File: config.mk
export PLATFORM = sky130hd
export DESIGN_NAME = seven_bit_adder_load_ctrl
export DESIGN_NICKNAME = d
export VERILOG_FILES = /design/src/rtl/seven_bit_adder_load_ctrl.sv
export SDC_FILE = /design/constraint.sdc
export NUM_CORES = 1
export LEC_CHECK = 0
export ABC_AREA = 1
export CAP_MARGIN = 20
export CORE_MARGIN = 8
export CORE_UTILIZATION = 51
export DETAILED_ROUTE_END_ITERATION = 10
export PLACE_DENSITY = 0.81
export SKIP_LAST_GASP = 1
export SYNTH_ARGS = -nofsm -noshare
export SYNTH_HDL_FRONTEND = slang
export SYNTH_SLANG_ARGS = --single-unit
File: constraint.sdc
create_clock -name clk -period 1.38 [get_ports clk]
set_input_delay 0.207 -clock clk [delete_from_list [all_inputs] [get_ports clk]]
set_output_delay 0.207 -clock clk [all_outputs]
set_load 0.1 [all_outputs]
File: src/rtl/seven_bit_adder_load_ctrl.sv
// Button sequencer for the 7-bit adder. It debounces PB1..PB4 and assembles operands A and B from nibble Y.
// It then captures the external adder's sum and carry once the final operand part is loaded.
module seven_bit_adder_load_ctrl #(
    parameter int DEBOUNCE_CYCLES = 4,
    parameter int CNT_W           = 3
) (
    input  logic       clk,
    input  logic       rstn,
    input  logic       PB1,
    input  logic       PB2,
    input  logic       PB3,
    input  logic       PB4,
    input  logic [3:0] Y,
    output logic [6:0] op_a,
    output logic [6:0] op_b,
    input  logic [6:0] add_sum,
    input  logic       add_carry,
    output logic [6:0] z,
    output logic       carry,
    output logic       valid,
    output logic       seq_err,
    output logic [2:0] state
);

    typedef enum logic [2:0] {
        S_WAIT_A_LO = 3'd0,
        S_WAIT_A_HI = 3'd1,
        S_WAIT_B_LO = 3'd2,
        S_WAIT_B_HI = 3'd3,
        S_ADD       = 3'd4,
        S_DONE      = 3'd5
    } state_t;

    localparam logic [CNT_W-1:0] LP_CNT_MAX = CNT_W'(DEBOUNCE_CYCLES);

    logic [3:0]       w_raw;
    logic [CNT_W-1:0] r_cnt [4];
    logic [3:0]       r_lvl;
    logic [3:0]       r_lvl_q;
    logic [3:0]       w_evt;
    logic             w_any_hi;
    logic             w_multi;

    state_t     r_state, w_state_nxt;
    logic [6:0] r_op_a, w_op_a_nxt;
    logic [6:0] r_op_b, w_op_b_nxt;
    logic [6:0] r_z, w_z_nxt;
    logic       r_carry, w_carry_nxt;
    logic       r_valid, w_valid_nxt;
    logic       r_seq_err, w_seq_err_nxt;

    assign w_raw = {PB4, PB3, PB2, PB1};

    // Level rises on the edge where the counter reaches its limit; the event is its rising edge.
    always_ff @(posedge clk or negedge rstn) begin
        if (!rstn) begin
            for (int i = 0; i < 4; i++) r_cnt[i] <= '0;
            r_lvl   <= '0;
            r_lvl_q <= '0;
        end else begin
            for (int i = 0; i < 4; i++) begin
                if (!w_raw[i]) begin
                    r_cnt[i] <= '0;
                    r_lvl[i] <= 1'b0;
                end else if (r_cnt[i] != LP_CNT_MAX) begin
                    r_cnt[i] <= r_cnt[i] + 1'b1;
                    if (r_cnt[i] + 1'b1 == LP_CNT_MAX) r_lvl[i] <= 1'b1;
                end
            end
            r_lvl_q <= r_lvl;
        end
    end

    assign w_evt    = r_lvl & ~r_lvl_q;
    assign w_any_hi = |w_evt[3:1];
    assign w_multi  = (w_evt[1] & w_evt[2]) | (w_evt[1] & w_evt[3]) | (w_evt[2] & w_evt[3]);

    always_ff @(posedge clk or negedge rstn) begin
        if (!rstn) begin
            r_state   <= S_WAIT_A_LO;
            r_op_a    <= '0;
            r_op_b    <= '0;
            r_z       <= '0;
            r_carry   <= 1'b0;
            r_valid   <= 1'b0;
            r_seq_err <= 1'b0;
        end else begin
            r_state   <= w_state_nxt;
            r_op_a    <= w_op_a_nxt;
            r_op_b    <= w_op_b_nxt;
            r_z       <= w_z_nxt;
            r_carry   <= w_carry_nxt;
            r_valid   <= w_valid_nxt;
            r_seq_err <= w_seq_err_nxt;
        end
    end

    always_comb begin
        w_state_nxt   = r_state;
        w_op_a_nxt    = r_op_a;
        w_op_b_nxt    = r_op_b;
        w_z_nxt       = r_z;
        w_carry_nxt   = r_carry;
        w_valid_nxt   = r_valid;
        w_seq_err_nxt = r_seq_err;
        if (w_evt[0]) begin
            w_op_a_nxt[3:0] = Y;
            w_valid_nxt     = 1'b0;
            w_seq_err_nxt   = 1'b0;
            w_state_nxt     = S_WAIT_A_HI;
        end else begin
            case (r_state)
                S_WAIT_A_LO: if (w_any_hi) w_seq_err_nxt = 1'b1;
                S_WAIT_A_HI: begin
                    if (w_multi || w_evt[2] || w_evt[3]) w_seq_err_nxt = 1'b1;
                    else if (w_evt[1]) begin
                        w_op_a_nxt[6:4] = Y[2:0];
                        w_state_nxt     = S_WAIT_B_LO;
                    end
                end
                S_WAIT_B_LO: begin
                    if (w_multi || w_evt[1] || w_evt[3]) w_seq_err_nxt = 1'b1;
                    else if (w_evt[2]) begin
                        w_op_b_nxt[3:0] = Y;
                        w_state_nxt     = S_WAIT_B_HI;
                    end
                end
                S_WAIT_B_HI: begin
                    if (w_multi || w_evt[1] || w_evt[2]) w_seq_err_nxt = 1'b1;
                    else if (w_evt[3]) begin
                        w_op_b_nxt[6:4] = Y[2:0];
                        w_state_nxt     = S_ADD;
                    end
                end
                S_ADD: begin
                    w_z_nxt     = add_sum;
                    w_carry_nxt = add_carry;
                    w_valid_nxt = 1'b1;
                    w_state_nxt = S_DONE;
                    if (w_any_hi) w_seq_err_nxt = 1'b1;
                end
                S_DONE: if (w_any_hi) w_seq_err_nxt = 1'b1;
                default: w_state_nxt = S_WAIT_A_LO;
            endcase
        end
    end

    assign op_a    = r_op_a;
    assign op_b    = r_op_b;
    assign z       = r_z;
    assign carry   = r_carry;
    assign valid   = r_valid;
    assign seq_err = r_seq_err;
    assign state   = r_state;

endmodule

==> results of run 1 <==
==> metrics by stage <==
stage | power (mW) | util
final | 4.300 | 0.7780
after global routing | 4.511 | 0.7780
after CTS | 4.285 | 0.7570
after detailed placement | 3.484 | 0.7264
after global placement | 3.436 | 0.7264
after floorplan | 2.804 | -
==> power by group through the flow <==
stage	sequential [mW]	combinational [mW]	clock (mW)
after floorplan	2.38	0.420	0
after global placement	1.80	1.64	0
after detailed placement	1.80	1.68	0
after CTS	1.78	1.70	0.812
after global routing	1.81	1.83	0.868
final	1.78	1.72	0.798
==> worst max-delay path by stage <==
stage	start	to	slack [ns]	cells past startpoint
after floorplan	state[2]	op_a[4]	-0.1	7
after detailed placement	state[1]	op_b[0]	0.01	7
final	state[2]	seq_err	-0.02	8
after CTS	state[2]	op_a[5]	0.006	6
after global placement	state[1]	op_b[0]	0.06	7
after global routing	state[0]	seq_err	-0.13	9
==> metal layers <==
metal,wire length (um),share of wire,vias up
met3,336,0.062,8
met4,72,0.013,0
li1,-,-,912
met1,2212,0.41,905
met2,2826,0.52,69
met5,0,0,-
==> worst register-to-register path, stage by stage, from the launching register on <==
cell	delay (ns)
sky130_fd_sc_hd__dfrtp_4	0.57
sky130_fd_sc_hd__inv_4	0.12
sky130_fd_sc_hd__nand3_1	0.10
sky130_fd_sc_hd__nor2_1	0.16
sky130_fd_sc_hd__nand2_1	0.08
sky130_fd_sc_hd__nand2_1	0.10
sky130_fd_sc_hd__nor2_1	0.05
sky130_fd_sc_hd__nand3_1	0.06
sky130_fd_sc_hd__nand2_1	0.06
==> layout make-up <==
| type | instances | area [sq um] | share of cell area |
|---|---|---|---|
| inverters | 28 | 112.6 | 0.03371 |
| clock buffers | 5 | 68.82 | 0.02060 |
| flip-flops and latches | 47 | 1187 | 0.3554 |
| repair buffers | 59 | 849.6 | 0.2543 |
| clock inverters | 3 | 15.01 | 0.004494 |
| well taps | 52 | 65.06 | 0.01948 |
| multi-input cells | 165 | 1042 | 0.3120 |
==> registers in the layout, summed over array words and instances, names as in the netlist <==
register,flops
carry,1
op_a,7
op_b,7
r_cnt,12
r_lvl,4
r_lvl_q,4
seq_err,1
state,3
valid,1
z,7
==> timing repair <==
| action | in CTS | in global routing |
|---|---|---|
| endpoints found under the hold margin | 17 | 0 |
| cloned | 0 | 0 |
| pin swaps | 0 | 8 |
| resized for setup | 2 | 15 |
| hold buffers | 1 | 0 |
| buffers inserted | 2 | 4 |
| setup endpoints to repair | 4 | 14 |
==> kinds of logic after synthesis <==
group / after synthesis / synth area share
AO/OA/AOI/OAI: 32 / 0.07880
XOR/XNOR: 4 / 0.01554
AND/OR/NAND/NOR: 109 / 0.2242
multiplexers: 8 / 0.03996
flip-flops: 47 / 0.5216
buffers and inverters: 30 / 0.05327
adder cells (fa/ha/maj): 12 / 0.06659
==> synthesized netlist by cell type, types with 3 or more instances <==
library cell               n
sky130_fd_sc_hd__nand2_1  61
sky130_fd_sc_hd__dfrtp_1  47
sky130_fd_sc_hd__inv_1    26
sky130_fd_sc_hd__nand3_1  17
sky130_fd_sc_hd__nor2_1   14
sky130_fd_sc_hd__o21ai_0  14
sky130_fd_sc_hd__ha_1     12
sky130_fd_sc_hd__mux2_2    8
sky130_fd_sc_hd__o21ai_1   7
sky130_fd_sc_hd__a21oi_1   5
sky130_fd_sc_hd__nand4_1   4
sky130_fd_sc_hd__nor2_2    4
sky130_fd_sc_hd__nand2_2   3
sky130_fd_sc_hd__nand3_2   3
==> impl_metrics.prom, run 1 <==
# TYPE chip_impl_metric gauge
chip_impl_metric{name="track_usage",unit=""} 0.1609
chip_impl_metric{name="synthesis.area",unit="sq um"} 2255
chip_impl_metric{name="postSynthRegisterBits",unit=""} 47
chip_impl_info{name="rsz_0062_raised_after_global_routing",value="true"} 1
chip_impl_info{name="launching_element_type_of_the_critical_path",value="flop"} 1
chip_impl_metric{name="setup-tns-final",unit="ns"} -0.03309
chip_impl_metric{name="timing.final.hold_violations",unit=""} 0
chip_impl_metric{name="part_of_the_total_power_dissipated_in_the_clock_network",unit=""} 0.186
chip_impl_metric{name="grt_start_max_net_pins",unit=""} 31
chip_impl_metric{name="drt_wl_total",unit="um"} 5448
chip_impl_metric{name="slew_headroom",unit=""} 0.7021
chip_impl_metric{name="place_congestion",unit=""} 0.8652
chip_impl_metric{name="report.final.setup_viol",unit=""} 2
chip_impl_metric{name="floorplan.die.width",unit="um"} 82.49
chip_impl_info{name="timing.setup.critical_path_class",value="flop to flop"} 1
chip_impl_info{name="holdCritPathClass",value="input pin to async pin"} 1
chip_impl_info{name="commonest_cells_after_routing_fill_and_taps_aside",value="55 x sky130_fd_sc_hd__nand2_1, 44 x sky130_fd_sc_hd__dfrtp_1, 29 x sky130_fd_sc_hd__buf_12"} 1
chip_impl_metric{name="power_per_cell_area",unit="nW/um^2"} 1287
chip_impl_metric{name="vdd_ir_drop_max",unit="mV"} 1.375
chip_impl_metric{name="fin_ws",unit="ns"} -0.02480
chip_impl_info{name="result_of_the_run",value="finished, violations left"} 1
chip_impl_info{name="synthDominantAreaCellType",value="sky130_fd_sc_hd__dfrtp_1"} 1
chip_impl_metric{name="overflow_left_after_global_routing",unit=""} 0
chip_impl_info{name="r2r_end",value="seq_err"} 1
chip_impl_metric{name="route.antenna.remaining_nets",unit=""} 0
chip_impl_metric{name="clock_insertion_delay_worst_skew",unit="ns"} 0.30
chip_impl_metric{name="drcViolationCount",unit=""} 0
chip_impl_metric{name="maxSlewViolCount",unit=""} 0
chip_impl_metric{name="yosysTopAreaCellShare",unit=""} 0.5216
chip_impl_info{name="root_buffer",value="sky130_fd_sc_hd__clkbuf_8"} 1
chip_impl_metric{name="dieArea",unit="sq um"} 6805
chip_impl_metric{name="cp.required",unit="ns"} 1.57
chip_impl_metric{name="initial_core_util",unit=""} 0.5251
chip_impl_metric{name="placement.io_buffers",unit=""} 44
chip_impl_metric{name="r2r.worst_path.cells",unit=""} 8
chip_impl_metric{name="drv_cap",unit=""} 0
chip_impl_metric{name="count_of_flip_flops_with_a_built_in_enable_after_synthesis",unit=""} 0
chip_impl_metric{name="drt_iter0_markers",unit=""} 114
chip_impl_metric{name="seq_power_share",unit=""} 0.414
chip_impl_metric{name="gr-usage-met1",unit=""} 0.1949
chip_impl_metric{name="synth_fp_nets",unit=""} 272
chip_impl_metric{name="slowest_delay",unit="ns"} 0.57
chip_impl_metric{name="final.fill_count",unit=""} 263
chip_impl_metric{name="worst_setup_hold_path_clk_slew",unit="ns"} 0.09
chip_impl_metric{name="async_set_or_reset_flop_fraction_in_the_synthesized_netlist",unit=""} 1.000
chip_impl_metric{name="postPlaceCellArea",unit="sq um"} 3119
chip_impl_metric{name="fin_worst_skew",unit="ns"} 0.007974
chip_impl_metric{name="detailed_route_via_count",unit=""} 1894
chip_impl_info{name="worst_path_most_repeated_cell",value="sky130_fd_sc_hd__nand2_1"} 1
chip_impl_metric{name="netlist_instances",unit=""} 242
chip_impl_info{name="critical_path.reg2reg.startpoint",value="state[2]"} 1
chip_impl_metric{name="htree_levels",unit=""} 2
chip_impl_metric{name="cts_inserted_buffers",unit=""} 5
chip_impl_info{name="critical-path-top-delay-family",value="simple AND/OR/NAND/NOR gates"} 1
chip_impl_metric{name="synth_sequential_area_ratio",unit=""} 0.5216
chip_impl_info{name="clock_tree_from_tritoncts",value="done"} 1
chip_impl_metric{name="route.detailed.vias_per_inst",unit=""} 5.276
chip_impl_info{name="netlist_top_cells_area",value="sky130_fd_sc_hd__dfrtp_1 52%, sky130_fd_sc_hd__nand2_1 10%, sky130_fd_sc_hd__ha_1 6.7%"} 1
chip_impl_metric{name="stdcell_area",unit="sq um"} 3341
chip_impl_metric{name="grt_antenna_before_repair",unit=""} 0
chip_impl_metric{name="hold-worst-slack",unit="ns"} 0.3763
chip_impl_info{name="critical_path.cell_chain",value="inv_4 -> nand3_1 -> nor2_1 -> nand2_1 -> nand2_1 -> nor2_1 -> nand3_1 -> nand2_1"} 1
chip_impl_metric{name="timing.final.crit_period",unit="ns"} 1.405
chip_impl_info{name="busiest_layer",value="met2"} 1
chip_impl_info{name="worstSetupEndpointType",value="flop"} 1
chip_impl_metric{name="finalCritPeriodShare",unit=""} 1.018
chip_impl_metric{name="route.detailed.wl_per_inst",unit="um"} 15.18
chip_impl_metric{name="dpl_hpwl",unit="um"} 3793
chip_impl_metric{name="area_growth",unit="%"} 48.17
chip_impl_metric{name="critical_path_at",unit="ns"} 1.59
chip_impl_metric{name="placementRows",unit=""} 24
chip_impl_metric{name="rrSetupSlack",unit="ns"} -0.02
chip_impl_info{name="failing_checks",value="negative setup slack"} 1
chip_impl_metric{name="core_region_area",unit="sq um"} 4294
chip_impl_metric{name="timing.fmax",unit="MHz"} 711.8
chip_impl_metric{name="dp.cells",unit=""} 344
chip_impl_metric{name="global_route_wire_length_before_repair",unit="um"} 8500
chip_impl_metric{name="syn_area_per_cell",unit="sq um"} 9.317
chip_impl_metric{name="pre_cts_setup_slack",unit="ns"} 0.01440
chip_impl_metric{name="tightest_slew",unit="ns"} 0.4469
chip_impl_metric{name="intPower",unit="mW"} 2.554
chip_impl_metric{name="power_leakage",unit="nW"} 1.654
chip_impl_metric{name="power.switching",unit="mW"} 1.746
chip_impl_metric{name="use_met3",unit=""} 0.04004
chip_impl_metric{name="vias_in_the_first_global_route",unit=""} 1856
chip_impl_metric{name="die_h",unit="um"} 82.49
chip_impl_metric{name="max-clock-path-buffers",unit=""} 2
chip_impl_metric{name="share_of_power_burned_in_combinational_logic",unit=""} 0.401
chip_impl_metric{name="first_pass_iters",unit=""} 5
chip_impl_info{name="crit_path_top_delay_cell",value="sky130_fd_sc_hd__dfrtp_4"} 1
chip_impl_metric{name="cp_max_fo",unit=""} 7
chip_impl_metric{name="total_number_of_clock_tree_sinks",unit=""} 47
chip_impl_metric{name="critPathBufInv",unit=""} 1
chip_impl_info{name="commonest_non_fill_non_tap_cell_in_the_layout",value="sky130_fd_sc_hd__nand2_1"} 1
chip_impl_metric{name="yosys_warnings",unit=""} 0
chip_impl_metric{name="power.share.switching",unit=""} 0.4060
chip_impl_metric{name="netlist-cell-type-count",unit=""} 27
chip_impl_metric{name="io_pins",unit=""} 45
chip_impl_metric{name="fin_nets",unit=""} 336
chip_impl_metric{name="antenna-diode-count",unit=""} 0
chip_impl_metric{name="drive_above_1_share",unit=""} 0.2964
chip_impl_metric{name="met2_usage",unit=""} 0.2702
chip_impl_metric{name="instances_no_fill",unit=""} 359
chip_impl_info{name="synth_top_flop_cell",value="sky130_fd_sc_hd__dfrtp_1"} 1
Power figures use the tool's default switching activity.
==> inputs of run 2 (changes only) <==
CORE_ASPECT_RATIO = 0.5   (was not set)
==> run 2 against run 1 <==
Net effect: the flow still finishes with violations (negative setup slack); power increased by 3.2%; first-iteration DRC count decreased by 7.9%; critical path depth decreased by 2; maximum frequency increased by 1.6%; worst hold slack improved by 0.031 ns; cell count increased by 0.56%; wire length increased by 3.5%; critical path type unchanged; critical endpoint is now op_a[6]; largest cell class unchanged; highest routed layer unchanged.
==> impl_metrics.prom, run 2 (same netlist as run 1, synthesis figures left out) <==
# TYPE chip_impl_metric gauge
chip_impl_info{name="root_buffer",value="sky130_fd_sc_hd__clkbuf_8"} 1
chip_impl_metric{name="seq_power_share",unit=""} 0.405
chip_impl_metric{name="vdd_ir_drop_max",unit="mV"} 0.7892
chip_impl_info{name="launching_element_type_of_the_critical_path",value="flop"} 1
chip_impl_metric{name="share_of_power_burned_in_combinational_logic",unit=""} 0.388
chip_impl_metric{name="fin_nets",unit=""} 333
chip_impl_metric{name="part_of_the_total_power_dissipated_in_the_clock_network",unit=""} 0.207
chip_impl_info{name="failing_checks",value="negative setup slack"} 1
chip_impl_metric{name="route.detailed.vias_per_inst",unit=""} 5.338
chip_impl_metric{name="timing.fmax",unit="MHz"} 723.3
chip_impl_metric{name="overflow_left_after_global_routing",unit=""} 0
chip_impl_metric{name="initial_core_util",unit=""} 0.5222
chip_impl_metric{name="max-clock-path-buffers",unit=""} 2
chip_impl_metric{name="die_h",unit="um"} 63.02
chip_impl_info{name="timing.setup.critical_path_class",value="flop to flop"} 1
chip_impl_metric{name="timing.final.crit_period",unit="ns"} 1.382
chip_impl_metric{name="antenna-diode-count",unit=""} 0
chip_impl_metric{name="timing.final.hold_violations",unit=""} 0
chip_impl_info{name="result_of_the_run",value="finished, violations left"} 1
chip_impl_metric{name="dpl_hpwl",unit="um"} 3947
chip_impl_metric{name="drive_above_1_share",unit=""} 0.2961
chip_impl_metric{name="floorplan.die.width",unit="um"} 110.0
chip_impl_metric{name="fin_ws",unit="ns"} -0.002484
chip_impl_metric{name="grt_start_max_net_pins",unit=""} 48
chip_impl_metric{name="intPower",unit="mW"} 2.659
chip_impl_metric{name="total_number_of_clock_tree_sinks",unit=""} 47
chip_impl_metric{name="route.antenna.remaining_nets",unit=""} 0
chip_impl_metric{name="placement.io_buffers",unit=""} 44
chip_impl_info{name="clock_tree_from_tritoncts",value="done"} 1
chip_impl_metric{name="vias_in_the_first_global_route",unit=""} 1801
chip_impl_metric{name="drt_iter0_markers",unit=""} 105
chip_impl_metric{name="clock_insertion_delay_worst_skew",unit="ns"} 0.31
chip_impl_metric{name="place_congestion",unit=""} 0.8711
chip_impl_metric{name="dieArea",unit="sq um"} 6934
chip_impl_metric{name="power.switching",unit="mW"} 1.780
chip_impl_metric{name="drv_cap",unit=""} 0
chip_impl_metric{name="drcViolationCount",unit=""} 0
chip_impl_metric{name="finalCritPeriodShare",unit=""} 1.002
chip_impl_metric{name="placementRows",unit=""} 17
chip_impl_info{name="top_register",value="r_cnt"} 1
chip_impl_metric{name="route.detailed.wl_per_inst",unit="um"} 15.61
chip_impl_metric{name="grt_antenna_before_repair",unit=""} 0
chip_impl_metric{name="power_leakage",unit="nW"} 1.637
chip_impl_metric{name="cts_inserted_buffers",unit=""} 5
chip_impl_metric{name="rrSetupSlack",unit="ns"} -0.002
chip_impl_info{name="worstSetupEndpointType",value="flop"} 1
chip_impl_metric{name="area_growth",unit="%"} 48.72
chip_impl_metric{name="power.share.switching",unit=""} 0.4010
chip_impl_info{name="commonest_cells_after_routing_fill_and_taps_aside",value="56 x sky130_fd_sc_hd__nand2_1, 44 x sky130_fd_sc_hd__dfrtp_1, 28 x sky130_fd_sc_hd__buf_12"} 1
chip_impl_metric{name="tightest_slew",unit="ns"} 0.2383
chip_impl_metric{name="report.final.setup_viol",unit=""} 1
chip_impl_metric{name="core_region_area",unit="sq um"} 4318
chip_impl_metric{name="first_pass_iters",unit=""} 5
chip_impl_metric{name="critical_path_at",unit="ns"} 1.57
chip_impl_info{name="rsz_0062_raised_after_global_routing",value="true"} 1
chip_impl_metric{name="drt_wl_total",unit="um"} 5636
chip_impl_metric{name="cp_max_fo",unit=""} 8
chip_impl_info{name="holdCritPathClass",value="input pin to async pin"} 1
chip_impl_metric{name="io_pins",unit=""} 45
chip_impl_metric{name="worst_setup_hold_path_clk_slew",unit="ns"} 0.09
chip_impl_metric{name="setup-tns-final",unit="ns"} -0.002484
chip_impl_info{name="commonest_non_fill_non_tap_cell_in_the_layout",value="sky130_fd_sc_hd__nand2_1"} 1
chip_impl_metric{name="postPlaceCellArea",unit="sq um"} 3110
chip_impl_metric{name="stdcell_area",unit="sq um"} 3353
chip_impl_metric{name="final.fill_count",unit=""} 263
chip_impl_metric{name="power_per_cell_area",unit="nW/um^2"} 1324
chip_impl_metric{name="global_route_wire_length_before_repair",unit="um"} 8590
chip_impl_metric{name="htree_levels",unit=""} 2
chip_impl_metric{name="fin_worst_skew",unit="ns"} 0.01336
chip_impl_metric{name="slew_headroom",unit=""} 0.8394
chip_impl_metric{name="largest_register_ff_count",unit=""} 12
chip_impl_metric{name="maxSlewViolCount",unit=""} 0
chip_impl_metric{name="track_usage",unit=""} 0.1541
chip_impl_metric{name="cp.required",unit="ns"} 1.57
chip_impl_metric{name="detailed_route_via_count",unit=""} 1927
[run 2: final timing paths]
path                         endpoint     start  cells after the start
min reg2reg                r_lvl_q[3]  r_lvl[3]                      0
max reg2reg                   op_a[6]  state[2]                      6
min                          r_cnt[9]      rstn                      3
max                           op_a[6]  state[2]                      6
max in group asynchronous    state[1]      rstn                      3
min in group clk           r_lvl_q[3]  r_lvl[3]                      0
[run 2: cell type report]
cell class / count / area (sq um) / share of cell area
Sequential cell: 47 / 1187 / 0.3541
Multi-Input combinational cell: 166 / 1062 / 0.3168
Inverter: 28 / 117.6 / 0.03507
Clock buffer: 7 / 96.34 / 0.02873
Timing Repair Buffer: 55 / 810.8 / 0.2418
Clock inverter: 1 / 7.507 / 0.002239
Tap cell: 57 / 71.32 / 0.02127
[run 2: power by group through the flow]
stage               clock network [mW]  logic [mW]  registers, mW
floorplan                            0       0.420           2.38
global placement                     0        1.63           1.79
detailed placement                   0        1.68           1.81
CTS                              0.918        1.69           1.79
global route                      1.00        1.83           1.82
finish                           0.921        1.72           1.80
[run 2: stage by stage]
stage            util  hold WS (ns)  cells  power [mW]  setup slack (ns)
2_1_floorplan       -      -0.08859    242       2.804          -0.09751
3_3_place_gp   0.7204        0.2027    347       3.419           0.04188
3_5_place_dp   0.7204        0.2121    347       3.494           0.01097
4_1_cts        0.7467        0.4112    356       4.394          0.009737
5_1_grt        0.7766        0.4200    361       4.653          -0.06029
6_report       0.7766        0.4070    361       4.438         -0.002484
[run 2: repair_timing]
item,4_1_cts,5_1_grt
setup buffers,0,4
hold buffers,1,0
endpoints found under the hold margin,47,0
resized for setup,0,23
setup endpoints to repair,0,20
[run 2: critical path: stages (launching register included)]
cell,delay (ns)
sky130_fd_sc_hd__dfrtp_4,0.56
sky130_fd_sc_hd__nor2_2,0.16
sky130_fd_sc_hd__nand3_2,0.13
sky130_fd_sc_hd__nor2_4,0.17
sky130_fd_sc_hd__nand3_4,0.11
sky130_fd_sc_hd__nand2_1,0.08
sky130_fd_sc_hd__o21ai_1,0.07
[run 2: routing by layer]
layer  share of wire  GRT usage
met1            0.42     0.1950
met2            0.49     0.2489
met3           0.065    0.03601
met4           0.028    0.05509
met5               0          0
==> inputs of run 3 (changes only) <==
ABC_AREA = not set   (was 1)
==> run 3 against run 2 <==
Net effect: the run still ends with negative setup slack left; maximum frequency decreased by 15%; clock-buffer cell count shrank 1; non-clock buffer count up 37; cell count fell by 3.0%; first-iteration DRC count is 6.7% higher; sequential share of layout area shrank 3.8 points; register-to-register slack got worse by 0.24 ns; wire length grew 44%; synthesized cell count fell by 18%; sequential power rose by 2%; clock skew is 0.0024 ns lower; die area rose by 0.27%; largest cell class is now multi-input gates.
==> impl_metrics.prom, run 3 <==
# TYPE chip_impl_metric gauge
chip_impl_info{name="synthDominantAreaCellType",value="sky130_fd_sc_hd__dfrtp_1"} 1
chip_impl_metric{name="yosysTopAreaCellShare",unit=""} 0.5199
chip_impl_metric{name="critical_path_at",unit="ns"} 1.82
chip_impl_info{name="critical_path.reg2reg.startpoint",value="state[1]"} 1
chip_impl_metric{name="largest_register_ff_count",unit=""} 12
chip_impl_metric{name="share_of_power_burned_in_combinational_logic",unit=""} 0.500
chip_impl_metric{name="worstSetupPathDepth",unit=""} 7
chip_impl_metric{name="yosys_warnings",unit=""} 0
chip_impl_info{name="critical_path.cell_chain",value="buf_6 -> buf_4 -> buf_6 -> nand2b_4 -> nor3_4 -> nand2_4 -> mux2_4"} 1
chip_impl_metric{name="count_of_flip_flops_with_a_built_in_enable_after_synthesis",unit=""} 0
chip_impl_metric{name="max-clock-path-buffers",unit=""} 2
chip_impl_metric{name="placementRows",unit=""} 17
chip_impl_info{name="r2r_end",value="op_b[1]"} 1
chip_impl_metric{name="stdcell_area",unit="sq um"} 3755
chip_impl_metric{name="timing.final.hold_violations",unit=""} 0
chip_impl_metric{name="tightest_slew",unit="ns"} 0.3206
chip_impl_metric{name="initial_core_util",unit=""} 0.5213
chip_impl_info{name="leading_cell_type_by_number_of_instances_after_synthesis",value="sky130_fd_sc_hd__dfrtp_1"} 1
chip_impl_metric{name="synthesis.area",unit="sq um"} 2262
chip_impl_info{name="worst_path_most_repeated_cell",value="sky130_fd_sc_hd__buf_6"} 1
chip_impl_metric{name="post-route-util",unit=""} 0.8653
chip_impl_metric{name="drt_iter0_markers",unit=""} 112
chip_impl_info{name="commonest_cells_after_routing_fill_and_taps_aside",value="43 x sky130_fd_sc_hd__dfrtp_1, 35 x sky130_fd_sc_hd__buf_4, 27 x sky130_fd_sc_hd__buf_12"} 1
chip_impl_metric{name="power.share.switching",unit=""} 0.4277
chip_impl_metric{name="fin_ws",unit="ns"} -0.2419
chip_impl_metric{name="finalCritPeriodShare",unit=""} 1.175
chip_impl_info{name="failing_checks",value="negative setup slack"} 1
chip_impl_metric{name="overflow_left_after_global_routing",unit=""} 0
chip_impl_metric{name="seq_power_share",unit=""} 0.313
chip_impl_info{name="crit_path_top_delay_cell",value="sky130_fd_sc_hd__dfrtp_4"} 1
chip_impl_metric{name="area_growth",unit="%"} 65.98
chip_impl_metric{name="rrSetupSlack",unit="ns"} -0.24
chip_impl_metric{name="netlist-cell-type-count",unit=""} 34
chip_impl_info{name="clock_tree_from_tritoncts",value="done"} 1
chip_impl_metric{name="pre_cts_setup_slack",unit="ns"} -0.2018
chip_impl_metric{name="synth_sequential_area_ratio",unit=""} 0.5199
chip_impl_metric{name="slowest_delay",unit="ns"} 0.44
chip_impl_info{name="root_buffer",value="sky130_fd_sc_hd__clkbuf_8"} 1
chip_impl_metric{name="htree_levels",unit=""} 2
chip_impl_metric{name="cts_inserted_buffers",unit=""} 5
chip_impl_metric{name="drt_wl_total",unit="um"} 8136
chip_impl_metric{name="antenna-diode-count",unit=""} 0
chip_impl_info{name="rsz_0062_raised_after_global_routing",value="true"} 1
chip_impl_info{name="top_register",value="r_cnt"} 1
chip_impl_metric{name="floorplan.die.width",unit="um"} 110.2
chip_impl_info{name="commonest_non_fill_non_tap_cell_in_the_layout",value="sky130_fd_sc_hd__dfrtp_1"} 1
chip_impl_metric{name="worst_setup_hold_path_clk_slew",unit="ns"} 0.10
chip_impl_metric{name="cp_max_fo",unit=""} 4
chip_impl_info{name="result_of_the_run",value="finished, violations left"} 1
chip_impl_metric{name="part_of_the_total_power_dissipated_in_the_clock_network",unit=""} 0.187
chip_impl_metric{name="drv_cap",unit=""} 0
chip_impl_info{name="worstSetupEndpointType",value="flop"} 1
chip_impl_metric{name="clock_insertion_delay_worst_skew",unit="ns"} 0.32
chip_impl_info{name="synth_common_cells",value="47 x sky130_fd_sc_hd__dfrtp_1, 26 x sky130_fd_sc_hd__nand2_1, 12 x sky130_fd_sc_hd__ha_1, 12 x sky130_fd_sc_hd__inv_1, 11 x sky130_fd_sc_hd__mux2_2"} 1
chip_impl_metric{name="r2r.worst_path.cells",unit=""} 7
chip_impl_metric{name="route.detailed.wl_per_inst",unit="um"} 23.25
chip_impl_metric{name="fin_nets",unit=""} 322
chip_impl_metric{name="intPower",unit="mW"} 3.363
chip_impl_metric{name="critPathBufInv",unit=""} 3
chip_impl_metric{name="drcViolationCount",unit=""} 0
chip_impl_metric{name="fin_worst_skew",unit="ns"} 0.01093
chip_impl_metric{name="place_congestion",unit=""} 0.8991
chip_impl_metric{name="power.switching",unit="mW"} 2.514
chip_impl_metric{name="track_usage",unit=""} 0.2177
chip_impl_metric{name="total_number_of_clock_tree_sinks",unit=""} 47
chip_impl_metric{name="report.final.setup_viol",unit=""} 24
chip_impl_metric{name="core_region_area",unit="sq um"} 4339
chip_impl_metric{name="io_pins",unit=""} 45
chip_impl_metric{name="timing.final.crit_period",unit="ns"} 1.622
chip_impl_info{name="launching_element_type_of_the_critical_path",value="flop"} 1
chip_impl_metric{name="detailed_route_via_count",unit=""} 2020
chip_impl_metric{name="postPlaceCellArea",unit="sq um"} 3228
chip_impl_metric{name="syn_area_per_cell",unit="sq um"} 11.37
chip_impl_metric{name="first_pass_iters",unit=""} 5
chip_impl_metric{name="maxSlewViolCount",unit=""} 0
chip_impl_info{name="timing.setup.critical_path_class",value="flop to flop"} 1
chip_impl_metric{name="dpl_hpwl",unit="um"} 4016
chip_impl_metric{name="timing.fmax",unit="MHz"} 616.5
chip_impl_metric{name="route.detailed.vias_per_inst",unit=""} 5.771
chip_impl_metric{name="drive_above_1_share",unit=""} 0.4744
chip_impl_metric{name="synth_fp_nets",unit=""} 229
chip_impl_metric{name="postSynthRegisterBits",unit=""} 47
chip_impl_metric{name="vias_in_the_first_global_route",unit=""} 2227
chip_impl_metric{name="grt_start_max_net_pins",unit=""} 19
chip_impl_metric{name="dieArea",unit="sq um"} 6952
chip_impl_metric{name="route.antenna.remaining_nets",unit=""} 0
chip_impl_metric{name="vdd_ir_drop_max",unit="mV"} 1.009
chip_impl_metric{name="slew_headroom",unit=""} 0.7858
chip_impl_metric{name="power_per_cell_area",unit="nW/um^2"} 1565
chip_impl_metric{name="setup-tns-final",unit="ns"} -3.918
chip_impl_metric{name="grt_antenna_before_repair",unit=""} 0
chip_impl_info{name="critical-path-top-delay-family",value="flip-flops"} 1
chip_impl_metric{name="die_h",unit="um"} 63.10
chip_impl_metric{name="power_leakage",unit="nW"} 1.770
chip_impl_metric{name="netlist_instances",unit=""} 199
chip_impl_metric{name="global_route_wire_length_before_repair",unit="um"} 11590
chip_impl_info{name="netlist_top_cells_area",value="sky130_fd_sc_hd__dfrtp_1 52%, sky130_fd_sc_hd__ha_1 6.6%, sky130_fd_sc_hd__mux2_2 5.5%"} 1
chip_impl_metric{name="cp.required",unit="ns"} 1.58
chip_impl_info{name="synth_top_flop_cell",value="sky130_fd_sc_hd__dfrtp_1"} 1
chip_impl_metric{name="placement.io_buffers",unit=""} 44
chip_impl_info{name="holdCritPathClass",value="input pin to async pin"} 1
chip_impl_metric{name="async_set_or_reset_flop_fraction_in_the_synthesized_netlist",unit=""} 1.000
[run 3: logic make-up after synthesis]
kind of cell               synth area share
DFF                                  0.5199
xor gates and xnor gates            0.01549
adders and majority gates           0.06637
and+or+nand+nor                      0.1538
muxes                                0.1300
buffers and inverters               0.03816
AOI/OAI and AO/OA                   0.07633
[run 3: repair_timing]
item                                   in CTS  in global routing
buffers inserted                           10                 14
gates resized for setup                    26                 36
endpoints found under the hold margin      12                  0
hold buffers                                1                  0
cloned                                      1                  0
setup endpoints to repair                  22                 28
pin swaps                                   5                 14
[run 3: power groups by stage]
stage               combinational, mW  sequential, mW  clock [mW]
floorplan                       0.457            2.78           0
global placement                 2.38            1.81           0
detailed placement               2.43            1.82           0
CTS                              2.67            1.80        1.08
global route                     3.02            1.85        1.15
finish                           2.94            1.84        1.10
[run 3: worst max-delay path by stage]
stage | start | slack [ns] | end
global route | state[1] | -0.25 | op_b[1]
floorplan | state[1] | -0.42 | carry
global placement | state[1] | -0.14 | z[1]
detailed placement | state[1] | -0.20 | op_a[6]
finish | state[1] | -0.24 | op_b[1]
CTS | state[1] | -0.17 | op_a[6]
[run 3: metal layers]
metal  vias up  share of wire  global-route usage
li1        857              -                   -
met1      1007           0.39              0.2340
met2       115           0.49              0.3752
met3        41          0.071             0.05882
met4         0          0.048              0.1285
met5         -              0                   0
[run 3: cell type report]
class,instances,area (sq um)
Clock buffer,6,82.58
Clock inverter,2,35.03
Fill cell,183,584.3
Inverter,12,45.04
Multi-Input combinational cell,134,1219
Sequential cell,47,1189
Tap cell,57,71.32
Timing Repair Buffer,92,1114
[run 3: through the flow]
stage,hold WS [ns],power (mW),cells
4_1_cts,0.3154,5.550,341
3_3_place_gp,0.1044,4.187,321
3_5_place_dp,0.1084,4.257,321
5_1_grt,0.3605,6.017,350
2_1_floorplan,-0.08859,3.237,199
6_report,0.3012,5.877,350
==> patch, RTL diff (flow settings as in run 1) <==
Put one more register stage on the output `op_a`, without a reset. The value now appears one clock later. The other outputs are not delayed to match.
--- a/src/rtl/seven_bit_adder_load_ctrl.sv
+++ b/src/rtl/seven_bit_adder_load_ctrl.sv
@@ -146,5 +146,7 @@
     end
 
-    assign op_a    = r_op_a;
+    always_ff @(posedge clk) begin
+        op_a <= r_op_a;
+    end
     assign op_b    = r_op_b;
     assign z       = r_z;
Function: changed (a bounded check fails within 10 cycles, from zero or initial values and one cycle with rstn low).
==> patch against run 1 <==
- wire length fell by 10%
- final cell count decreased by 6.1%
- global-route usage down 2.3 points
- sequential power rose by 17%
- die area grew 3.7%
- sequential cell count is 7 higher
- combinational power down 3%
- power rose by 12%
- worst hold slack got worse by 3.4 ps
- synthesized area up 4.7%
- cell area rose by 0.71%
- worst setup slack improved by 49 ps
- largest cell class unchanged
- largest power group unchanged
- highest routed layer unchanged
==> patch: results (changes against run 1) <==
metric	value	unit	change
met2_length	2667	µm	was 2826 µm
gr-usage-met3	0.03125		was 0.04004
ys_top_cells_by_area	dfrtp_1 (50%), ha_1 (6.4%), nand2_1 (6.2%)		was dfrtp_1 (52%), nand2_1 (10%), ha_1 (6.7%)
ys_async_sr_fraction	0.8704		was 1.000
critPathMaxFanout	6		was 7
status	complete, no violations		was complete, but fails checks
grt_pass1_vias	1709		was 1,856
irDropWorstVdd	1.081	mV	was 1.375 mV
setup_viol	0		was 2
drive_gt1_frac	0.2912		was 0.2964
gr-usage-met1	0.1570		was 0.1949
post_cts_resized	1		was 2
synth_cell_types	31		was 27
dr.pass1.iters	4		was 5
place_ws	25.75	ps	was 14.40 ps
dpl_cell_area	0.003194	mm²	was 0.003119 mm²
vias	1755		was 1,894
wl_met3	185	µm	was 336 µm
largest-register	r_cnt		unchanged
fin_skew	12.60	ps	was 7.974 ps
grt_max_degree	48		was 31
hp-class	reg2reg		was in2async
yosysSeqAreaShare	0.5578		was 0.5216
finalWeightedCongestion	0.7728		was 0.8652
dpl.hpwl	3667	µm	was 3793 µm
postSynthCellCount	229		was 242
final_cells	337		was 359
worst_slew_pin_slew	285.1	ps	was 446.9 ps
routedLengthMet1	1948	µm	was 2212 µm
met2_usage	0.2416		was 0.2702
nets	314		was 336
synth_common_cells	dfrtp_1 (47), nand2_1 (39), inv_1 (22)		was nand2_1 (61), dfrtp_1 (47), inv_1 (26)
post_cts_buffers	0		was 2
grt_pass1_wl	7983	µm	was 8500 µm
leakage	1.583	nW	was 1.654 nW
grt_use_total	0.1383		was 0.1609
critPathArrivalTime	1150	ps	was 1590 ps
==> patch: cell types whose count changed after synthesis, sizes merged, moves of 3 or more <==
cell	run 1	this run
a21oi	6	3
dfxtp	0	7
nand2	64	48
nor2	19	13
o21ai	22	27
==> patch: where the power goes <==
part	switching (mW)	internal, mW
clock	0.506	0.540
sequential	0.221	1.86
combinational	1.06	0.619
total	1.78	3.02
==> patch: critical path, stage by stage, from the launching register on <==
cell	delay [ps]
dfrtp_4	530
buf_12	150
buf_12	160
==> patch: logic make-up (layout without fill, tap and decap cells) <==
group / Yosys count / count (layout) / synth area share
compound gates: 35 / 35 / 0.08219
xor+xnor: 4 / 4 / 0.01485
buf+inv: 30 / 86 / 0.05249
fa+ha+maj: 12 / 12 / 0.06363
mux: 8 / 8 / 0.03818
simple gates: 86 / 86 / 0.1909
flops: 54 / 54 / 0.5578
==> patch: worst paths after layout <==
| kind | startpoint | endpoint | slack (ps) | cells after the start |
|---|---|---|---|---|
| min reg2reg | r_op_a[4]$_DFFE_PN0P_ | op_a[4]$_DFF_P_ | 370 | 0 |
| min in group asynchronous | rstn | r_op_a[4]$_DFFE_PN0P_ | 410 | 3 |
| max | state[2]$_DFFE_PN0P_ | state[2] | 20 | 2 |
| max in group asynchronous | rstn | state[2]$_DFFE_PN0P_ | 740 | 3 |
| max reg2reg | state[0]$_DFFE_PN0P_ | state[2]$_DFFE_PN0P_ | 50 | 8 |
| min | r_op_a[4]$_DFFE_PN0P_ | op_a[4]$_DFF_P_ | 370 | 0 |
==> patch: layout make-up <==
cell class                 instances  area (µm²)
tap                               52       65.06
timing repair buffer              50       778.2
inverter                          28       113.9
clock inverter                     3       45.04
sequential                        54        1328
fill                             273        1050
clock buffer                       5       68.82
multi-input combinational        145       965.9
